--- src/rtl/stack_dump.sv ---
// stack_dump: mirrors a RAM-based Forth stack pointer/depth from snooped controls
// and, while the core is halted, streams the stack top-to-bottom over valid/ready.
module stack_dump #(
    parameter int WIDTH      = 16,
    parameter int DEPTH      = 512,
    parameter int ADDR_WIDTH = $clog2(DEPTH)
) (
    input  logic                  clk,
    input  logic                  rst_n,
    input  logic                  we,
    input  logic [1:0]            delta,
    input  logic                  halted,
    input  logic                  start,
    output logic [ADDR_WIDTH-1:0] ram_addr,
    input  logic [WIDTH-1:0]      ram_rdata,
    output logic [WIDTH-1:0]      dump_data,
    output logic                  dump_valid,
    input  logic                  dump_ready,
    output logic                  dump_last,
    output logic                  busy,
    output logic                  done,
    output logic                  aborted,
    output logic [ADDR_WIDTH:0]   depth,
    output logic                  ovf,
    output logic                  unf
);
    typedef enum logic [1:0] {IDLE, RD, WT, SEND} state_t;
    localparam logic [ADDR_WIDTH:0] FULL = (ADDR_WIDTH+1)'(DEPTH);
    localparam logic [ADDR_WIDTH:0] ONE  = (ADDR_WIDTH+1)'(1);
    state_t                state_q, state_d;
    logic [ADDR_WIDTH-1:0] ptr_q, ptr_d, addr_q, addr_d, ram_addr_q;
    logic [ADDR_WIDTH:0]   depth_q, depth_d, cnt_q, cnt_d;
    logic [WIDTH-1:0]      data_q, data_d;
    logic                  ovf_q, ovf_d, unf_q, unf_d, done_q, done_d;
    logic                  push, pop, full, empty, hs;

    always_comb begin
        push       = we & (delta == 2'b01);
        pop        = ~we & (delta == 2'b11);
        full       = depth_q == FULL;
        empty      = depth_q == '0;
        ptr_d      = push ? ptr_q + 1'b1 : pop ? ptr_q - 1'b1 : ptr_q;
        depth_d    = (push & ~full) ? depth_q + 1'b1 : (pop & ~empty) ? depth_q - 1'b1 : depth_q;
        ovf_d      = ovf_q | (push & full);
        unf_d      = unf_q | (pop & empty);
        busy       = state_q != IDLE;
        aborted    = busy & ~halted;
        // losing halt kills the offer immediately so no handshake can land
        dump_valid = (state_q == SEND) & halted;
        dump_last  = dump_valid & (cnt_q == ONE);
        hs         = dump_valid & dump_ready;
        done       = done_q | (hs & (cnt_q == ONE));
        done_d     = (state_q == IDLE) & start & halted & empty;
        ram_addr   = (state_q == RD) ? addr_q : ram_addr_q;
        state_d    = state_q;
        addr_d     = addr_q;
        cnt_d      = cnt_q;
        data_d     = data_q;
        if (aborted) begin
            state_d = IDLE;
        end else begin
            unique case (state_q)
                IDLE: if (start & halted & ~empty) begin
                    state_d = RD;
                    addr_d  = ptr_q;
                    cnt_d   = depth_q;
                end
                RD:   state_d = WT;
                WT: begin
                    state_d = SEND;
                    data_d  = ram_rdata;
                end
                SEND: if (hs) begin
                    state_d = (cnt_q == ONE) ? IDLE : RD;
                    addr_d  = addr_q - 1'b1;
                    cnt_d   = cnt_q - 1'b1;
                end
                default: state_d = IDLE;
            endcase
        end
    end

    always_ff @(posedge clk or negedge rst_n) begin
        if (!rst_n) begin
            state_q    <= IDLE;
            ptr_q      <= '0;
            addr_q     <= '0;
            ram_addr_q <= '0;
            depth_q    <= '0;
            cnt_q      <= '0;
            data_q     <= '0;
            ovf_q      <= 1'b0;
            unf_q      <= 1'b0;
            done_q     <= 1'b0;
        end else begin
            state_q    <= state_d;
            ptr_q      <= ptr_d;
            addr_q     <= addr_d;
            ram_addr_q <= ram_addr;
            depth_q    <= depth_d;
            cnt_q      <= cnt_d;
            data_q     <= data_d;
            ovf_q      <= ovf_d;
            unf_q      <= unf_d;
            done_q     <= done_d;
        end
    end

    assign dump_data = data_q;
    assign depth     = depth_q;
    assign ovf       = ovf_q;
    assign unf       = unf_q;
endmodule

--- config.mk ---
export PLATFORM = sky130hd
export DESIGN_NAME = stack_dump
export DESIGN_NICKNAME = d
export VERILOG_FILES = /design/src/rtl/stack_dump.sv
export SDC_FILE = /design/constraint.sdc
export NUM_CORES = 1
export LEC_CHECK = 0
export BUFFER_PORTS_ARGS = -buffer_cell sky130_fd_sc_hd__buf_2
export CAP_MARGIN = 40
export CORE_MARGIN = 10
export CORE_UTILIZATION = 55
export CTS_CLUSTER_DIAMETER = 120
export CTS_CLUSTER_SIZE = 12
export DETAILED_ROUTE_END_ITERATION = 7
export GPL_TIMING_DRIVEN = 0
export HOLD_SLACK_MARGIN = 0.03
export PLACE_DENSITY = 0.79
export SLEW_MARGIN = 15
export SYNTH_ARGS = -nofsm -noshare
export SYNTH_HDL_FRONTEND = slang
export SYNTH_SLANG_ARGS = --single-unit
--- constraint.sdc ---
create_clock -name clk -period 8.5 [get_ports clk]
set_clock_uncertainty 0.1 [all_clocks]
set_input_delay 0.85 -clock clk [delete_from_list [all_inputs] [get_ports clk]]
set_output_delay 0.85 -clock clk [all_outputs]
set_load 0.01 [all_outputs]
==> key figures, run 1 <==
Synth
  • Synth Flop Type: dfrtp_1
  • Syn Area/Cell: 10.07 um2
  • Syn Inst Count: 378
  • Seq cells post-synth: 68
  • Syn nets: 427
  • Xor and xnor fraction of the mapped netlist area: 3.682%
  • Netlist cell types: 51
  • Adder-cell area share of the yosys netlist: 8.613%
  • Simple-gate area share of the yosys netlist: 12.98%
  • Top cell type's share of synthesized area: 44.71%
  • Mux share of post-synthesis cell area: 8.514%
  • Post-synth EDFFs: 0
  • Sequential fraction of the synthesis area: 44.71%
  • Synthesized cell area: 3806 um2
  • Cell taking the most area after synthesis: dfrtp_1
  • Synth area leaders: dfrtp_1 45%, mux2_2 8.0%, ha_1 7.6%
  • Synth Area in Compound Gates: 18.31%
  • Synth warn: 0
  • Asr flop ratio synth: 100.0%
  • Largest family of logic cells by synthesized area: compound AO/OA/AOI/OAI gates

STA
  • Final worst slack: 4.811 ns
  • Final setup TNS: 0 ns
  • Max Transition Viols Final: 0
  • RSZ-0062 raised after global routing: false
  • Part of the cycle the worst path needs: 43.39%
  • Rel. slew slack: 51.54%
  • Final Hold Vio Count: 0
  • Final setup fails: 0
  • Max Clk Rate: 271.1 MHz
  • Worst-Margin Slew: 0.7203 ns
  • Worst hold margin: 0.3402 ns
  • Final Critical Period: 3.689 ns

Critical path
  • CP top delay family: simple AND/OR/NAND/NOR gates
  • Crit path top cell by count: nand2_1
  • CP max FO: 9
  • Worst Path Arrival: 3.81 ns
  • Setup CP Type: reg -> reg
  • WP buf/inv: 0
  • CP endpoint kind: flip-flop
  • Critical path, cell by cell: or4_4 -> nor3_2 -> nand2_1 -> nand3_1 -> ha_1 -> a211o_1 -> a21oi_1 -> nand2_1 -> a221o_1 -> nor2b_1 -> o32a_1
  • Critical Path Start Type: flip-flop
  • Worst path slowest cell: or4_4
  • Required @ worst endpoint: 8.62 ns
  • Slowest stage delay, CP: 0.57 ns

Finish
  • Area of the multi-input gates: 1983 um2
  • Final Util: 66.56%
  • Leading cell type in the layout, fill and taps excluded: dfrtp_1
  • # diodes: 0
  • Layout cell share with drive strength beyond 1: 25.71%
  • Fin nets: 503
  • P&R area growth vs syn: 18.15%
  • Fill count: 527
  • Register area: 1702 um2
  • Non-filler cells in the finished layout: 539
  • Most frequent cells in the layout: 68 x dfrtp_1, 64 x buf_2, 39 x o21ai_0, 33 x a21oi_1, 31 x nand2_1

GRT
  • Vias in the first global route: 3135
  • Antenna violations before repair: 0
  • Largest net degree at the start of global routing: 37
  • Global route overflow: 0
  • Gr usage total: 16.71%
  • Global-route wire length before repair: 14410 um

Floorplanning
  • Row cnt: 30
  • Die X: 103.2 um
  • Die Area: 10650 um2
  • Chip Height: 103.2 um
  • Initial core utilization: 56.33%
  • IO Count: 66
  • Core area: 6756 um2

Clocking
  • CTS tree: yes
  • Root buffer cell: clkbuf_8
  • Post CTS Setup Buffer Count: 0
  • Worst skew pair latency: 0.34 ns
  • Clk sinks: 68
  • Clock Path Buffers: 2
  • CTS H-tree lvls: 3
  • CTS resizes: 0
  • TritonCTS buffer count: 9
  • Number of hold buffers added after CTS: 0
  • Clock-pin slew on the worst setup and hold paths: 0.08 ns

Worst hold path
  • Class of the worst hold path: in -> async

Drt
  • Drt pass-1 iters: 5
  • DR WL/cell: 15.34 um
  • ANT nets after route: 0
  • Via Count: 3081
  • Vias per cell: 5.716
  • WL final: 8270 um
  • DRC Markers: 0
  • Drt initial violations: 151

Place
  • Detailed placement HPWL: 6500 um
  • Port Buffers: 64
  • Routability Congestion: 0.8635
  • Setup WS pre-CTS: 4.814 ns
  • Placed Instances: 523

Flow run
  • Max-cap violation count: 0

Pwr
  • Leakage power: 2.019 nW
  • PwrDens: 411.2 nW/um2
  • Max VDD drop: 0.1965 mV

Outcome
  • Outcome: complete, no violations
-- synth_stat cells (all sizes together), types with 3 or more instances --
master and number:
o21bai 3, nand2b 7, a21o 5, nor3 9, nor2 10, buf 3
o41ai 3, ha 23, xnor2 6, o211ai 5, a21oi 34, inv 14
nor2b 6, nor3b 5, nand2 31, o21ai 46, o22ai 8, nand3 14
o21a 3, clkbuf 12, mux2 27, dfrtp 68, xor2 10
-- sequential cells by signal, indices dropped and copies added, names as in the netlist --
signal and count:
dump_data 16, cnt_q 10, depth 10, addr_q 9, ptr_q 9, ram_addr_q 9, state_q 2, done_q 1
ovf 1, unf 1
-- logic make-up (layout without fill, tap and decap cells) --
kind of cell | after synthesis | in the layout
multiplexers | 29 | 29
XOR/XNOR | 16 | 16
AO/OA/AOI/OAI | 117 | 117
buffers and inverters | 29 | 110
adder cells (fa/ha/maj) | 25 | 25
AND/OR/NAND/NOR | 94 | 94
flip-flops | 68 | 68
-- area by class of cell --
type                            instances  area share (%)
Multi-Input combinational cell        281           44.10
Sequential cell                        68           37.84
Timing Repair Buffer                   65           7.624
Clock buffer                            9           2.755
Clock inverter                          7           2.755
Tap cell                               80           2.226
Buffer                                 15           1.530
Inverter                               14           1.169
-- worst register-to-register path, delay by kind of cell (launching register included) --
kind / cells / cell delay, ns
adders and majority gates: 1 / 0.33
and+or+nand+nor: 6 / 1.58
AOI/OAI and AO/OA: 4 / 1.14
DFF: 1 / 0.44
-- final timing paths --
path / cells after the start / slack (ns) / to / start
setup / recovery: 11 / 4.81 / depth[9]$_DFFE_PN0P_ / depth[3]$_DFFE_PN0P_
hold / removal: 1 / 0.34 / dump_data[0]$_DFFE_PN0P_ / rst_n
min in group clk: 1 / 0.38 / ovf$_DFF_PN0_ / ovf$_DFF_PN0_
setup reg to reg: 11 / 4.81 / depth[9]$_DFFE_PN0P_ / depth[3]$_DFFE_PN0P_
max in group asynchronous: 2 / 7.43 / depth[0]$_DFFE_PN0P_ / rst_n
hold reg to reg: 1 / 0.38 / ovf$_DFF_PN0_ / ovf$_DFF_PN0_
-- power breakdown --
part           total [mW]  switching [mW]  internal, mW
sequential          0.633           0.147         0.485
clock               0.323           0.126         0.197
combinational       0.894           0.476         0.418
total                1.85           0.749          1.10
-- layer usage --
layer / vias to the layer above / routed length (um) / track usage, %
li1: 1527 / - / -
met1: 1455 / 3899 / 21.82
met2: 91 / 3773 / 26.47
met3: 8 / 484 / 2.990
met4: 0 / 113 / 7.594
met5: - / 0 / 0
-- per-stage QoR --
| step | power [mW] | cell area [um2] |
|---|---|---|
| final | 1.849 | 4497 |
| after global routing | 2.018 | 4497 |
| after CTS | 1.861 | 4497 |
| after detailed placement | 1.535 | 4249 |
| after global placement | 1.491 | 4227 |
| after floorplan | 1.258 | 3806 |
No activity file was read; power rests on OpenSTA's default activity.
==> run 2: changes to the inputs <==
==> constraint.sdc (replaced) <==
create_clock -name clk -period 3.65 [get_ports clk]
set_clock_uncertainty 0.1 [all_clocks]
set_input_delay 0.365 -clock clk [delete_from_list [all_inputs] [get_ports clk]]
set_output_delay 0.365 -clock clk [all_outputs]
set_load 0.01 [all_outputs]
==> run 2 against run 1 <==
Net effect:
- register-to-register slack got worse by 4.6 ns
- sequential power is 130% higher
- clock power grew 130%
- power up 130%
- wire length up 3.6%
- worst hold slack got worse by 0.19 ns
- via count increased by 1.7%
- final area grew 1.6%
- global-route usage increased by 0.084 points
- fmax up 7.5%
- combinational power grew 140%
- flip-flop and latch count unchanged
==> key figures, run 2 (synthesis results as in run 1) <==
Clocking
  • CTS H-tree lvls: 3
  • Clock Path Buffers: 2
  • Clk sinks: 68
  • Clock-pin slew on the worst setup and hold paths: 0.08 ns
  • CTS tree: yes
  • TritonCTS buffer count: 9
  • Worst skew pair latency: 0.34 ns
  • Root buffer cell: clkbuf_8

STA
  • Final setup fails: 0
  • Worst-Margin Slew: 0.7192 ns
  • Rel. slew slack: 51.61%
  • Final Hold Vio Count: 0
  • Final Critical Period: 3.430 ns
  • Max Transition Viols Final: 0
  • Final setup TNS: 0 ns
  • Part of the cycle the worst path needs: 93.99%
  • RSZ-0062 raised after global routing: false
  • Max Clk Rate: 291.5 MHz
  • Worst hold margin: 0.1533 ns

Critical path
  • Worst Path Arrival: 3.56 ns
  • Worst Reg-to-Reg Cells: 11
  • Worst path slowest cell: or4_4
  • Critical path, cell by cell: or4_4 -> nor3_4 -> nand2_2 -> nand3_4 -> ha_1 -> o211ai_1 -> nand2_1 -> and3_1 -> a221o_1 -> nor2b_1 -> o32a_1
  • CP endpoint kind: flip-flop
  • Worst r2r dst: depth[9]$_DFFE_PN0P_
  • Required @ worst endpoint: 3.78 ns
  • Worst reg2reg startpoint: depth[3]$_DFFE_PN0P_
  • R2R Setup Slk: 0.22 ns
  • CP top delay family: simple AND/OR/NAND/NOR gates
  • Critical Path Start Type: flip-flop
  • Slowest stage delay, CP: 0.58 ns
  • CP max FO: 5
  • WP buf/inv: 0
  • Setup CP Type: reg -> reg

Finish
  • P&R area growth vs syn: 20.02%
  • Max FFs per register: 16
  • Leading cell type in the layout, fill and taps excluded: dfrtp_1
  • Most frequent cells in the layout: 68 x dfrtp_1, 64 x buf_2, 39 x o21ai_0, 33 x a21oi_1, 30 x nand2_1
  • # diodes: 0
  • Register area: 1702 um2
  • Layout cell share with drive strength beyond 1: 26.88%
  • Fin nets: 509
  • Area of the multi-input gates: 2014 um2
  • Fill count: 522
  • Final Util: 67.61%

GRT
  • Largest net degree at the start of global routing: 37
  • Gr usage total: 16.79%
  • Antenna violations before repair: 0
  • Vias in the first global route: 3155
  • Global route overflow: 0
  • Global-route wire length before repair: 14500 um

Drt
  • Via Count: 3132
  • DR WL/cell: 15.73 um
  • Vias per cell: 5.747
  • Drt pass-1 iters: 4
  • Drt initial violations: 154
  • WL final: 8571 um
  • ANT nets after route: 0
  • DRC Markers: 0

Floorplanning
  • Die Area: 10650 um2
  • Row cnt: 30
  • IO Count: 66
  • Core area: 6756 um2
  • Die X: 103.2 um
  • Chip Height: 103.2 um
  • Initial core utilization: 56.33%

Pwr
  • PwrDens: 949.3 nW/um2
  • Max VDD drop: 0.4626 mV
  • Leakage power: 2.053 nW

Worst hold path
  • Class of the worst hold path: in -> reg
  • Worst Hold Depth: 2
  • Endpoint, Worst Hold: dump_data[3]$_DFFE_PN0P_
  • Hold path startpoint: ram_rdata[3]

Place
  • Detailed placement HPWL: 6500 um
  • Port Buffers: 64
  • Routability Congestion: 0.8635

Outcome
  • Outcome: complete, no violations

Flow run
  • Max-cap violation count: 0
-- run 2: changes by cell type in the layout (fill, tap and decap cells not counted), sizes merged --
cell | before | now
buf | 68 | 72
dlygate4sd3 | 0 | 1
nand3 | 14 | 15
-- run 2: power breakdown --
group / total, mW / switching (mW) / internal, mW
registers: 1.47 / 0.344 / 1.13
clock network: 0.753 / 0.295 / 0.458
logic: 2.11 / 1.13 / 0.982
-- run 2: through the flow --
stage / area, um2 / total power, mW / instances / setup WS, ns
2_1_floorplan: 3806 / 2.930 / 378 / 0.2732
3_5_place_dp: 4249 / 3.575 / 523 / -0.03613
3_3_place_gp: 4227 / 3.472 / 522 / -0.03099
6_report: 4568 / 4.336 / 545 / 0.2195
4_1_cts: 4512 / 4.335 / 540 / 0.08572
5_1_grt: 4568 / 4.729 / 545 / 0.009497
-- run 2: layout make-up --
type,count,share of cell area (%)
multi-input cells,282,44.10
flip-flops and latches,68,37.25
repair buffers,70,8.381
clock buffers,9,2.712
clock inverters,7,2.712
well taps,80,2.191
plain buffers,15,1.506
inverters,14,1.150
-- run 2: timing repair --
item | 4_1_cts | 5_1_grt
setup endpoints to repair | 1 | 1
gates cloned | 0 | 1
pin swaps | 0 | 3
gates resized for setup | 1 | 3
buffers inserted | 0 | 4
hold endpoints to repair | 32 | 0
hold buffers | 1 | 0
-- run 2: worst register-to-register path: cells and delay by family (launching register included) --
kind | cells | cell delay, ns
flops | 1 | 0.44
simple gates | 7 | 1.55
compound gates | 3 | 0.95
fa+ha+maj | 1 | 0.29
-- run 2: per-layer routing --
metal	track usage (%)	up-vias	routed length, um
met2	26.72	96	3931
met5	0	-	0
met4	7.594	0	182
met1	21.82	1480	3953
met3	3.056	13	504
li1	-	1543	-
-- run 2: worst max-delay path by stage --
| stage | slack [ns] | depth (start not counted) | endpoint | from |
|---|---|---|---|---|
| floorplan | 0.27 | 11 | depth[9]$_DFFE_PN0P_ | depth[2]$_DFFE_PN0P_ |
| global placement | -0.03 | 11 | depth[9]$_DFFE_PN0P_ | depth[2]$_DFFE_PN0P_ |
| detailed placement | -0.04 | 11 | depth[9]$_DFFE_PN0P_ | depth[2]$_DFFE_PN0P_ |
| CTS | 0.09 | 11 | depth[9]$_DFFE_PN0P_ | depth[2]$_DFFE_PN0P_ |
| global route | 0.009 | 11 | depth[9]$_DFFE_PN0P_ | depth[2]$_DFFE_PN0P_ |
| finish | 0.22 | 11 | depth[9]$_DFFE_PN0P_ | depth[3]$_DFFE_PN0P_ |
==> run 3: changes to the inputs <==
--- a/config.mk
+++ b/config.mk
@@ -7,10 +7,9 @@
 export LEC_CHECK = 0
 export BUFFER_PORTS_ARGS = -buffer_cell sky130_fd_sc_hd__buf_2
 export CAP_MARGIN = 40
-export CORE_MARGIN = 10
 export CORE_UTILIZATION = 55
 export CTS_CLUSTER_DIAMETER = 120
-export CTS_CLUSTER_SIZE = 12
+export CTS_CLUSTER_SIZE = 20
 export DETAILED_ROUTE_END_ITERATION = 7
 export GPL_TIMING_DRIVEN = 0
 export HOLD_SLACK_MARGIN = 0.03
==> run 3 against run 2 <==
Net effect:
- via count down 2.2%
- global-route usage up 6.5 points
- wire length down 7.8%
- critical path depth unchanged
- largest cell class unchanged
- clock power down 5.6%
==> key figures, run 3 (synthesis results as in run 1) <==
Critical path
  • Worst reg2reg startpoint: depth[2]$_DFFE_PN0P_
  • Setup CP Type: reg -> reg
  • Crit path from: depth[2]$_DFFE_PN0P_
  • Slowest stage delay, CP: 0.60 ns
  • Worst Reg-to-Reg Cells: 11
  • CP max FO: 9
  • Critical path, cell by cell: or4_4 -> nor3_4 -> nand2_1 -> nand3_4 -> ha_1 -> a211o_1 -> a21oi_1 -> nand2_1 -> a221o_1 -> nor2b_1 -> o32a_1
  • Required @ worst endpoint: 3.78 ns
  • Worst Path Arrival: 3.63 ns
  • Crit path top cell by count: nand2_1
  • CP endpoint kind: flip-flop
  • Worst path slowest cell: or4_4
  • R2R Setup Slk: 0.15 ns
  • Critical Path Start Type: flip-flop
  • Worst r2r dst: depth[9]$_DFFE_PN0P_

GRT
  • Global route overflow: 0
  • Met2 usage: 39.96%
  • Largest net degree at the start of global routing: 52
  • Antenna violations before repair: 0
  • Global-route wire length before repair: 13280 um
  • GRT busiest layer: met2
  • Vias in the first global route: 2963
  • Grt met3 use: 5.739%
  • M1 GR Usage: 28.75%
  • Gr usage total: 23.32%

Drt
  • Drt initial violations: 135
  • Drt pass-1 iters: 4
  • DR WL/cell: 14.69 um
  • ANT nets after route: 0
  • DRC Markers: 0
  • WL final: 7904 um
  • Via Count: 3062
  • Vias per cell: 5.691

Pwr
  • Leakage power: 2.031 nW
  • Sw Pwr: 1.741 mW
  • Pint: 2.532 mW
  • Max VDD drop: 0.4676 mV
  • Clk pwr share: 16.6%
  • Switch share: 40.75%
  • PwrDens: 944.5 nW/um2
  • Comb power frac: 48.8%
  • Seq pwr share: 34.6%
  • Total power: 4.273 mW

Clocking
  • Root buffer cell: clkbuf_8
  • Clock Path Buffers: 2
  • CTS H-tree lvls: 3
  • CTS tree: yes
  • TritonCTS buffer count: 9
  • Worst skew pair latency: 0.34 ns
  • Clk sinks: 68
  • Clock-pin slew on the worst setup and hold paths: 0.08 ns

Finish
  • P&R area growth vs syn: 18.87%
  • Most frequent cells in the layout: 68 x dfrtp_1, 64 x buf_2, 39 x o21ai_0, 33 x a21oi_1, 31 x nand2_1
  • Layout cell share with drive strength beyond 1: 26.03%
  • Leading cell type in the layout, fill and taps excluded: dfrtp_1
  • Area of all placed cells without fillers: 4524 um2
  • # diodes: 0
  • Fin nets: 505
  • Max FFs per register: 16

Flow run
  • Max-cap violation count: 0

Place
  • Port Buffers: 64
  • Detailed placement HPWL: 5769 um
  • Setup WS pre-CTS: -0.08782 ns
  • DP Area: 4253 um2
  • Routability Congestion: 0.8158

Floorplanning
  • Die Area: 7257 um2
  • Core area: 6531 um2
  • Die X: 85.19 um
  • Row cnt: 29
  • IO Count: 66
  • Initial core utilization: 58.28%
  • Chip Height: 85.19 um

STA
  • Worst-Margin Slew: 0.5655 ns
  • Final Critical Period: 3.503 ns
  • Final Hold Vio Count: 0
  • Final worst slack: 0.1472 ns
  • Rel. slew slack: 62.05%
  • Max Transition Viols Final: 0
  • Part of the cycle the worst path needs: 95.97%
  • Max Clk Rate: 285.5 MHz
  • Final setup TNS: 0 ns
  • Worst hold margin: 0.1502 ns
  • RSZ-0062 raised after global routing: false
  • Final setup fails: 0

Worst hold path
  • Endpoint, Worst Hold: dump_data[11]$_DFFE_PN0P_
  • Class of the worst hold path: in -> reg
  • Worst Hold Depth: 2
  • Hold path startpoint: ram_rdata[11]

Outcome
  • Outcome: complete, no violations
run 3: changes by cell type in the layout (fill, tap and decap cells not counted):
cell        change
nand2_1         +1
inv_6           -1
buf_16          +1
bufinv_16       -1
clkbuf_8        +2
nand2_2         -1
clkinv_4        -1
buf_12          -1
buf_4           -3
clkinvlp_4      +1
nand3_2         -1
run 3: how the worst max path moves through the flow:
stage,end,depth (start not counted)
after detailed placement,depth[9]$_DFFE_PN0P_,11
after floorplan,depth[9]$_DFFE_PN0P_,11
after CTS,depth[9]$_DFFE_PN0P_,11
after global placement,depth[9]$_DFFE_PN0P_,11
final,depth[9]$_DFFE_PN0P_,11
after global routing,depth[9]$_DFFE_PN0P_,11
run 3: metal layers:
layer / wire [um] / up-vias / part of all wire [%]
li1: - / 1524 / -
met1: 3704 / 1438 / 47
met5: 0 / - / 0
met3: 338 / 15 / 4.3
met2: 3726 / 85 / 47
met4: 135 / 0 / 1.7
run 3: layout make-up:
class                           count  area (um2)
Clock buffer                       11       151.4
Sequential cell                    68        1702
Inverter                           14       52.55
Tap cell                           77       96.34
Multi-Input combinational cell    281        2002
Fill cell                         523        2007
Clock inverter                      5       83.83
Buffer                             15       68.82
Timing Repair Buffer               67       367.9
run 3: per-stage QoR:
| step | std cells | utilization [%] |
|---|---|---|
| global placement | 519 | 64.66 |
| CTS | 537 | 68.95 |
| finish | 538 | 69.27 |
| global route | 538 | 69.27 |
| detailed placement | 520 | 65.11 |
| floorplan | 378 | - |
run 3: what timing repair did:
action / in CTS / in global routing
resized for setup: 1 / 2
pin swaps: 0 / 2
hold endpoints to repair: 17 / 0
endpoints found under the setup margin: 1 / 1
buffers inserted: 0 / 1
hold buffers: 1 / 0
run 3: worst max-delay path: cells and delay by family (launching register included):
family          cells  cell delay, ns
fa+ha+maj           1            0.27
flops               1            0.43
simple gates        6            1.42
compound gates      4            1.17
run 3: power by group through the flow:
stage	registers [mW]	clock network, mW	logic [mW]
floorplan	1.46	0	1.47
global placement	1.45	0	1.99
detailed placement	1.48	0	2.06
CTS	1.47	0.721	2.08
global route	1.54	0.757	2.33
finish	1.48	0.711	2.09
